<file path="config.mk">
export PLATFORM = sky130hd
export DESIGN_NAME = assoc_cache
export DESIGN_NICKNAME = d
export VERILOG_FILES = /design/src/rtl/assoc_cache.sv
export SDC_FILE = /design/constraint.sdc
export NUM_CORES = 2
export LEC_CHECK = 0
export CAP_MARGIN = 15
export CORE_MARGIN = 2
export CORE_UTILIZATION = 50
export DETAILED_ROUTE_END_ITERATION = 7
export PLACE_DENSITY = 0.76
export SETUP_SLACK_MARGIN = 0.05
export SYNTH_ARGS = -nofsm -noshare
export SYNTH_HDL_FRONTEND = slang
export SYNTH_SLANG_ARGS = --single-unit
</file>
<file path="constraint.sdc">
create_clock -name clk -period 10.85 [get_ports clk]
set_clock_uncertainty 0.1 [all_clocks]
set_input_delay 2.7125 -clock clk [delete_from_list [all_inputs] [get_ports clk]]
set_output_delay 2.7125 -clock clk [all_outputs]
set_load 0.01 [all_outputs]
</file>
<file path="src/rtl/assoc_cache.sv">
`default_nettype none
// ============================================================================
//  Module   : assoc_cache
//  Purpose  : 2-way set-associative, write-through, no-write-allocate data
//             cache with per-set LRU, burst refill and byte/half/word access.
//  Revision : 1.0
// ============================================================================
module assoc_cache #(
  parameter int ADDR_WIDTH  = 32,
  parameter int SETS        = 4,
  parameter int BLOCK_WORDS = 4
) (
  input  logic                  clk,
  input  logic                  rst,
  input  logic                  req_valid,
  output logic                  req_ready,
  input  logic                  req_we,
  input  logic [ADDR_WIDTH-1:0] req_addr,
  input  logic [1:0]            req_size,
  input  logic                  req_unsigned,
  input  logic [31:0]           req_wdata,
  output logic                  resp_valid,
  output logic [31:0]           resp_rdata,
  input  logic                  flush,
  output logic                  mem_rd_req,
  output logic                  mem_wr_req,
  output logic [ADDR_WIDTH-1:0] mem_addr,
  output logic [31:0]           mem_wdata,
  output logic [3:0]            mem_wstrb,
  input  logic                  mem_rvalid,
  input  logic [31:0]           mem_rdata,
  input  logic                  mem_wr_ack
);

  localparam int WW   = $clog2(BLOCK_WORDS);
  localparam int IDX  = $clog2(SETS);
  localparam int OFF  = WW + 2;
  localparam int TAGW = ADDR_WIDTH - OFF - IDX;

  typedef enum logic [2:0] {
    S_IDLE    = 3'd0,
    S_LOOKUP  = 3'd1,
    S_REFILL  = 3'd2,
    S_RESPOND = 3'd3,
    S_WRITE   = 3'd4
  } state_t;

  state_t                  state_q, state_d;
  logic [ADDR_WIDTH-1:0]   addr_q, addr_d;
  logic                    we_q, we_d;
  logic [1:0]              size_q, size_d;
  logic                    uns_q, uns_d;
  logic [31:0]             wdata_q, wdata_d;
  logic [WW-1:0]           cnt_q, cnt_d;
  logic [31:0]             buf_q [BLOCK_WORDS];
  logic [31:0]             buf_d [BLOCK_WORDS];
  logic [1:0][SETS-1:0]    valid_q, valid_d;
  logic [SETS-1:0]         lru_q, lru_d;
  logic                    resp_valid_q, resp_valid_d;
  logic [31:0]             resp_rdata_q, resp_rdata_d;
  logic                    mem_rd_req_q, mem_rd_req_d;
  logic                    mem_wr_req_q, mem_wr_req_d;
  logic [ADDR_WIDTH-1:0]   mem_addr_q, mem_addr_d;
  logic [31:0]             mem_wdata_q, mem_wdata_d;
  logic [3:0]              mem_wstrb_q, mem_wstrb_d;

  // Line storage carries no reset; valid bits alone qualify it.
  logic [TAGW-1:0]         tag_q  [2][SETS];
  logic [31:0]             data_q [2][SETS][BLOCK_WORDS];

  logic [IDX-1:0]  w_idx;
  logic [TAGW-1:0] w_tag;
  logic [WW-1:0]   w_word;
  logic            w_hit0, w_hit1, w_hit, w_hit_way, w_victim, w_last;
  logic            w_fill_en, w_st_en;
  logic [31:0]     w_hit_word, w_lane_data;
  logic [3:0]      w_strb;
  logic [31:0]     w_fill_line [BLOCK_WORDS];

  function automatic logic [31:0] load_ext(input logic [31:0] w, input logic [1:0] sz,
                                           input logic [1:0] a, input logic uns);
    logic [7:0]  b;
    logic [15:0] h;
    b = w[{a, 3'b000} +: 8];
    h = a[1] ? w[31:16] : w[15:0];
    case (sz)
      2'b00:   load_ext = {{24{~uns & b[7]}}, b};
      2'b01:   load_ext = {{16{~uns & h[15]}}, h};
      default: load_ext = w;
    endcase
  endfunction

  assign w_idx      = addr_q[OFF+IDX-1:OFF];
  assign w_tag      = addr_q[ADDR_WIDTH-1:OFF+IDX];
  assign w_word     = addr_q[OFF-1:2];
  assign w_hit0     = valid_q[0][w_idx] && (tag_q[0][w_idx] == w_tag);
  assign w_hit1     = valid_q[1][w_idx] && (tag_q[1][w_idx] == w_tag);
  assign w_hit      = w_hit0 | w_hit1;
  assign w_hit_way  = w_hit1;
  assign w_hit_word = data_q[w_hit_way][w_idx][w_word];
  // Prefer an empty way (way 0 when both are empty), else the LRU way.
  assign w_victim   = !valid_q[0][w_idx] ? 1'b0 :
                      !valid_q[1][w_idx] ? 1'b1 : lru_q[w_idx];
  assign w_last     = (cnt_q == WW'(BLOCK_WORDS - 1));
  assign w_fill_en  = (state_q == S_REFILL) && mem_rvalid && w_last;
  assign w_st_en    = (state_q == S_WRITE) && mem_wr_ack && w_hit;

  always_comb begin
    for (int k = 0; k < BLOCK_WORDS; k++) begin
      w_fill_line[k] = (k == BLOCK_WORDS - 1) ? mem_rdata : buf_q[k];
    end
  end

  always_comb begin
    w_strb      = 4'b1111;
    w_lane_data = wdata_q;
    case (size_q)
      2'b00: begin
        w_strb      = 4'b0001 << addr_q[1:0];
        w_lane_data = {24'b0, wdata_q[7:0]} << {addr_q[1:0], 3'b000};
      end
      2'b01: begin
        w_strb      = addr_q[1] ? 4'b1100 : 4'b0011;
        w_lane_data = addr_q[1] ? {wdata_q[15:0], 16'b0} : {16'b0, wdata_q[15:0]};
      end
      default: ;
    endcase
  end

  always_comb begin
    state_d      = state_q;
    addr_d       = addr_q;
    we_d         = we_q;
    size_d       = size_q;
    uns_d        = uns_q;
    wdata_d      = wdata_q;
    cnt_d        = cnt_q;
    buf_d        = buf_q;
    valid_d      = valid_q;
    lru_d        = lru_q;
    resp_valid_d = 1'b0;
    resp_rdata_d = resp_rdata_q;
    mem_rd_req_d = mem_rd_req_q;
    mem_wr_req_d = mem_wr_req_q;
    mem_addr_d   = mem_addr_q;
    mem_wdata_d  = mem_wdata_q;
    mem_wstrb_d  = mem_wstrb_q;
    case (state_q)
      S_IDLE: begin
        if (flush) begin
          valid_d = '0;
        end else if (req_valid) begin
          addr_d  = req_addr;
          we_d    = req_we;
          size_d  = req_size;
          uns_d   = req_unsigned;
          wdata_d = req_wdata;
          state_d = S_LOOKUP;
        end
      end
      S_LOOKUP: begin
        if (we_q) begin
          mem_wr_req_d = 1'b1;
          mem_addr_d   = {addr_q[ADDR_WIDTH-1:2], 2'b00};
          mem_wdata_d  = w_lane_data;
          mem_wstrb_d  = w_strb;
          state_d      = S_WRITE;
        end else if (w_hit) begin
          resp_valid_d  = 1'b1;
          resp_rdata_d  = load_ext(w_hit_word, size_q, addr_q[1:0], uns_q);
          lru_d[w_idx]  = ~w_hit_way;
          state_d       = S_RESPOND;
        end else begin
          mem_rd_req_d = 1'b1;
          mem_addr_d   = {addr_q[ADDR_WIDTH-1:OFF], {OFF{1'b0}}};
          cnt_d        = '0;
          state_d      = S_REFILL;
        end
      end
      S_REFILL: begin
        if (mem_rvalid) begin
          buf_d[cnt_q] = mem_rdata;
          cnt_d        = cnt_q + WW'(1);
          if (w_last) begin
            valid_d[w_victim][w_idx] = 1'b1;
            lru_d[w_idx]             = ~w_victim;
            mem_rd_req_d             = 1'b0;
            mem_addr_d               = '0;
            resp_valid_d             = 1'b1;
            resp_rdata_d = load_ext(w_fill_line[w_word], size_q, addr_q[1:0], uns_q);
            state_d      = S_RESPOND;
          end
        end
      end
      S_WRITE: begin
        if (mem_wr_ack) begin
          if (w_hit) lru_d[w_idx] = ~w_hit_way;
          mem_wr_req_d = 1'b0;
          mem_addr_d   = '0;
          mem_wdata_d  = '0;
          mem_wstrb_d  = '0;
          resp_valid_d = 1'b1;
          resp_rdata_d = '0;
          state_d      = S_RESPOND;
        end
      end
      S_RESPOND: begin
        resp_rdata_d = '0;
        state_d      = S_IDLE;
      end
      default: state_d = S_IDLE;
    endcase
  end

  always_ff @(posedge clk or posedge rst) begin
    if (rst) begin
      state_q      <= S_IDLE;
      addr_q       <= '0;
      we_q         <= 1'b0;
      size_q       <= '0;
      uns_q        <= 1'b0;
      wdata_q      <= '0;
      cnt_q        <= '0;
      buf_q        <= '{default: '0};
      valid_q      <= '0;
      lru_q        <= '0;
      resp_valid_q <= 1'b0;
      resp_rdata_q <= '0;
      mem_rd_req_q <= 1'b0;
      mem_wr_req_q <= 1'b0;
      mem_addr_q   <= '0;
      mem_wdata_q  <= '0;
      mem_wstrb_q  <= '0;
    end else begin
      state_q      <= state_d;
      addr_q       <= addr_d;
      we_q         <= we_d;
      size_q       <= size_d;
      uns_q        <= uns_d;
      wdata_q      <= wdata_d;
      cnt_q        <= cnt_d;
      buf_q        <= buf_d;
      valid_q      <= valid_d;
      lru_q        <= lru_d;
      resp_valid_q <= resp_valid_d;
      resp_rdata_q <= resp_rdata_d;
      mem_rd_req_q <= mem_rd_req_d;
      mem_wr_req_q <= mem_wr_req_d;
      mem_addr_q   <= mem_addr_d;
      mem_wdata_q  <= mem_wdata_d;
      mem_wstrb_q  <= mem_wstrb_d;
    end
  end

  // Store hits merge the already lane-shifted write data under the same strobes.
  always_ff @(posedge clk) begin
    if (w_fill_en) begin
      for (int k = 0; k < BLOCK_WORDS; k++) begin
        data_q[w_victim][w_idx][k] <= w_fill_line[k];
      end
      tag_q[w_victim][w_idx] <= w_tag;
    end else if (w_st_en) begin
      for (int b = 0; b < 4; b++) begin
        if (mem_wstrb_q[b]) data_q[w_hit_way][w_idx][w_word][8*b +: 8] <= mem_wdata_q[8*b +: 8];
      end
    end
  end

  assign req_ready  = (state_q == S_IDLE) && !flush;
  assign resp_valid = resp_valid_q;
  assign resp_rdata = resp_rdata_q;
  assign mem_rd_req = mem_rd_req_q;
  assign mem_wr_req = mem_wr_req_q;
  assign mem_addr   = mem_addr_q;
  assign mem_wdata  = mem_wdata_q;
  assign mem_wstrb  = mem_wstrb_q;

endmodule
`default_nettype wire

</file>
==> reports/metrics.cfg <==
[global_route]
met1_usage = 0.441
grt_pass1_wl_um = 332000
grt_pass1_vias = 46200
track_usage = 0.337
grt_overflow = 0
grt_max_degree = 150
met3_usage = 0.135
antenna_found_initial = 15
use_met2 = 0.478
busiest_layer = met2

[final_layout]
final_nets = 5316
finalNonFillerCells = 7126
drive_gt1_frac = 0.151
area_growth_pct = 12.6
layout_commonest_cell = edfxtp_1
fin_area_mm2 = 0.0765
final_cell_mix = edfxtp_1, nor2_1, a21oi_1
n_fill_cell = 10500

[timing]
fmax_ghz = 0.127
hold_violations = 0
setup_viol_count_final = 0
worst_slew_pin_slew_ns = 1.27
fin_crit_ns = 7.90
period_share = 0.728
relSlewSlack = 0.151
slew_violations = 0
worst_slack_ns = 2.95
rsz0062_at_grt = false
fin_tns_setup_ns = 0

[pwr]
p_leak_uw = 0.0266
p_total_uw = 21600
combPwrFrac = 0.347
vdd_drop_max_mv = 0.227
seq_power_share = 0.409
p_clk_frac = 0.244
power.switching_uw = 8540
p_int_uw = 13000
power_density_mw_per_mm2 = 282
swShare = 0.396

[logic_synthesis]
ys_async_sr_fraction = 0.186
syn_area_per_cell_um2 = 13.2
synth_cell_types = 69
syn_area_mm2 = 0.0679
synth_cells = 5139
synth_edf_count = 1232
ys_seq_area_frac = 0.649
synthTopCellsByArea = edfxtp_1, dfrtp_1, mux4_2, a21oi_1, mux2_2
yosys_most_used_dff = edfxtp_1
yosysTopAreaCell = edfxtp_1
yosys_warnings = 0
synth_top_cell_area_share = 0.545
synth_seq_cells = 1514

[clocking]
numCtsBuffers = 151
holdBufCountCts = 0
cts_root_buf = clkbuf_16
post_cts_buffers = 0
clock_sinks = 1514
post_cts_resized = 0
insertion_delay_ns = 0.81
clockBufferDepth = 3
cts_tree = done
htree_levels = 4
clkTransAtPathRegs_ns = 0.06

[setup_path]
worst-path-buf-inv = 3
critPathMaxFanout = 46
crit_chain = buf_4 -> mux2_2 -> or3_1 -> a21oi_1 -> o21ai_0 -> or4_1 -> o21ai_0 -> nor2b_2 -> buf_4 -> o41ai_2 -> buf_4 -> mux2i_1 -> nand2_2 -> a21oi_1
r2r-start = addr_q[4]
cpMostUsedCell = buf_4
cp-start-kind = register
cpMaxStageDelayCell = a21oi_1
startpoint = addr_q[4]
slowest_delay_ns = 1.08
crit_required_ns = 11.17
rrSetupSlack_ns = 2.95
path_class = reg2reg
arrival_ns = 8.22
end_kind = register
cpLargestDelayFamily = compound AO/OA/AOI/OAI gates
r2r_cells = 14
endpoint = data_q[0][82]
reg2reg_to = data_q[0][82]
cp.depth = 14

[placement]
globalplace.congestion = 1.04
placed_cell_area_mm2 = 0.0715
place.port_buffers = 207
dpl.hpwl_um = 162000
dp_cells = 6831
pre_cts_slack_ns = 3.16

[floorplanning]
rows = 135
die_height_um = 373
die-area_mm2 = 0.139
chipWidth_um = 373
core_region_area_mm2 = 0.135
io_pins = 210
start_util = 0.503

[min_path]
hp-class = reg2reg

[drt]
drc = 0
first_iter_violations = 8591
wl_per_cell_um = 33.0
postRouteAntennaNets = 0
firstDrtPassIters = 8
vias_per_cell = 6.88
vias = 49000
routed_wl_um = 235000

[run]
maxCapViolations = 0

[status]
status = finished, final reports clean

## per-stage QoR
stage / hold WS, ns / utilization
2_1_floorplan: 0.361 / -
3_3_place_gp: 0.371 / 0.529
3_5_place_dp: 0.369 / 0.529
4_1_cts: 0.389 / 0.565
5_1_grt: 0.408 / 0.566
6_report: 0.388 / 0.566
## sequential cells by signal (all words and copies together) (netlist names)
name        count
uns_q           1
mem_wstrb       4
resp_rdata     32
buf_q          96
mem_wr_req      1
addr_q         32
we_q            1
resp_valid      1
data_q       1024
tag_q         208
valid_q         8
mem_wdata      32
cnt_q           2
wdata_q        32
size_q          2
state_q         3
lru_q           4
mem_rd_req      1
mem_addr       30
## synth_stat cells, types with 92 or more instances
cell	n
inv_1	113
clkbuf_1	266
mux2_2	222
nand4_1	120
nor2_1	623
mux4_2	224
dfrtp_1	282
nor3_1	132
nand2_1	431
a21oi_1	577
edfxtp_1	1232
nand3_1	92
## cell type report
class,instances,area (um^2),share of cell area
Antenna cell,9,22.5,0.000295
Clock buffer,211,4190,0.0548
Clock inverter,72,736,0.00962
Inverter,113,432,0.00565
Multi-Input combinational cell,3134,22000,0.288
Sequential cell,1514,44100,0.576
Tap cell,1781,2230,0.0291
Timing Repair Buffer,292,2770,0.0363
## worst min-delay path by stage
stage | from | to | slack [ns] | cells after the start
final | mem_rd_req | mem_rd_req | 0.39 | 1
after global routing | lru_q[3] | lru_q[3] | 0.41 | 1
after CTS | mem_rd_req | mem_rd_req | 0.39 | 1
after detailed placement | mem_rd_req | mem_rd_req | 0.37 | 1
after global placement | valid_q[4] | valid_q[4] | 0.37 | 2
after floorplan | valid_q[2] | valid_q[2] | 0.36 | 2
## layer usage
layer / vias up / part of all wire / wire length, um
met5: - / 0.00053 / 125
met1: 24100 / 0.35 / 81300
met3: 922 / 0.16 / 38500
met4: 18 / 0.068 / 16000
li1: 19700 / - / -
met2: 4318 / 0.42 / 99200
## power by group through the flow
stage | Sequential [uW] | Clock, uW | Combinational, uW
floorplan | 8130 | 0 | 4350
global placement | 8800 | 0 | 7010
detailed placement | 8820 | 0 | 7100
CTS | 8710 | 5260 | 7160
global route | 8820 | 5490 | 7770
finish | 8820 | 5270 | 7490
## cell families after synthesis
family / Yosys count / share of synthesized area
buf+inv: 492 / 0.0304
simple gates: 1520 / 0.0983
fa+ha+maj: 4 / 0.000737
compound gates: 1030 / 0.0921
flops: 1514 / 0.649
other cells: 1 / 0.0000552
mux: 530 / 0.123
xor+xnor: 48 / 0.00619
Power figures use the tool's default switching activity.
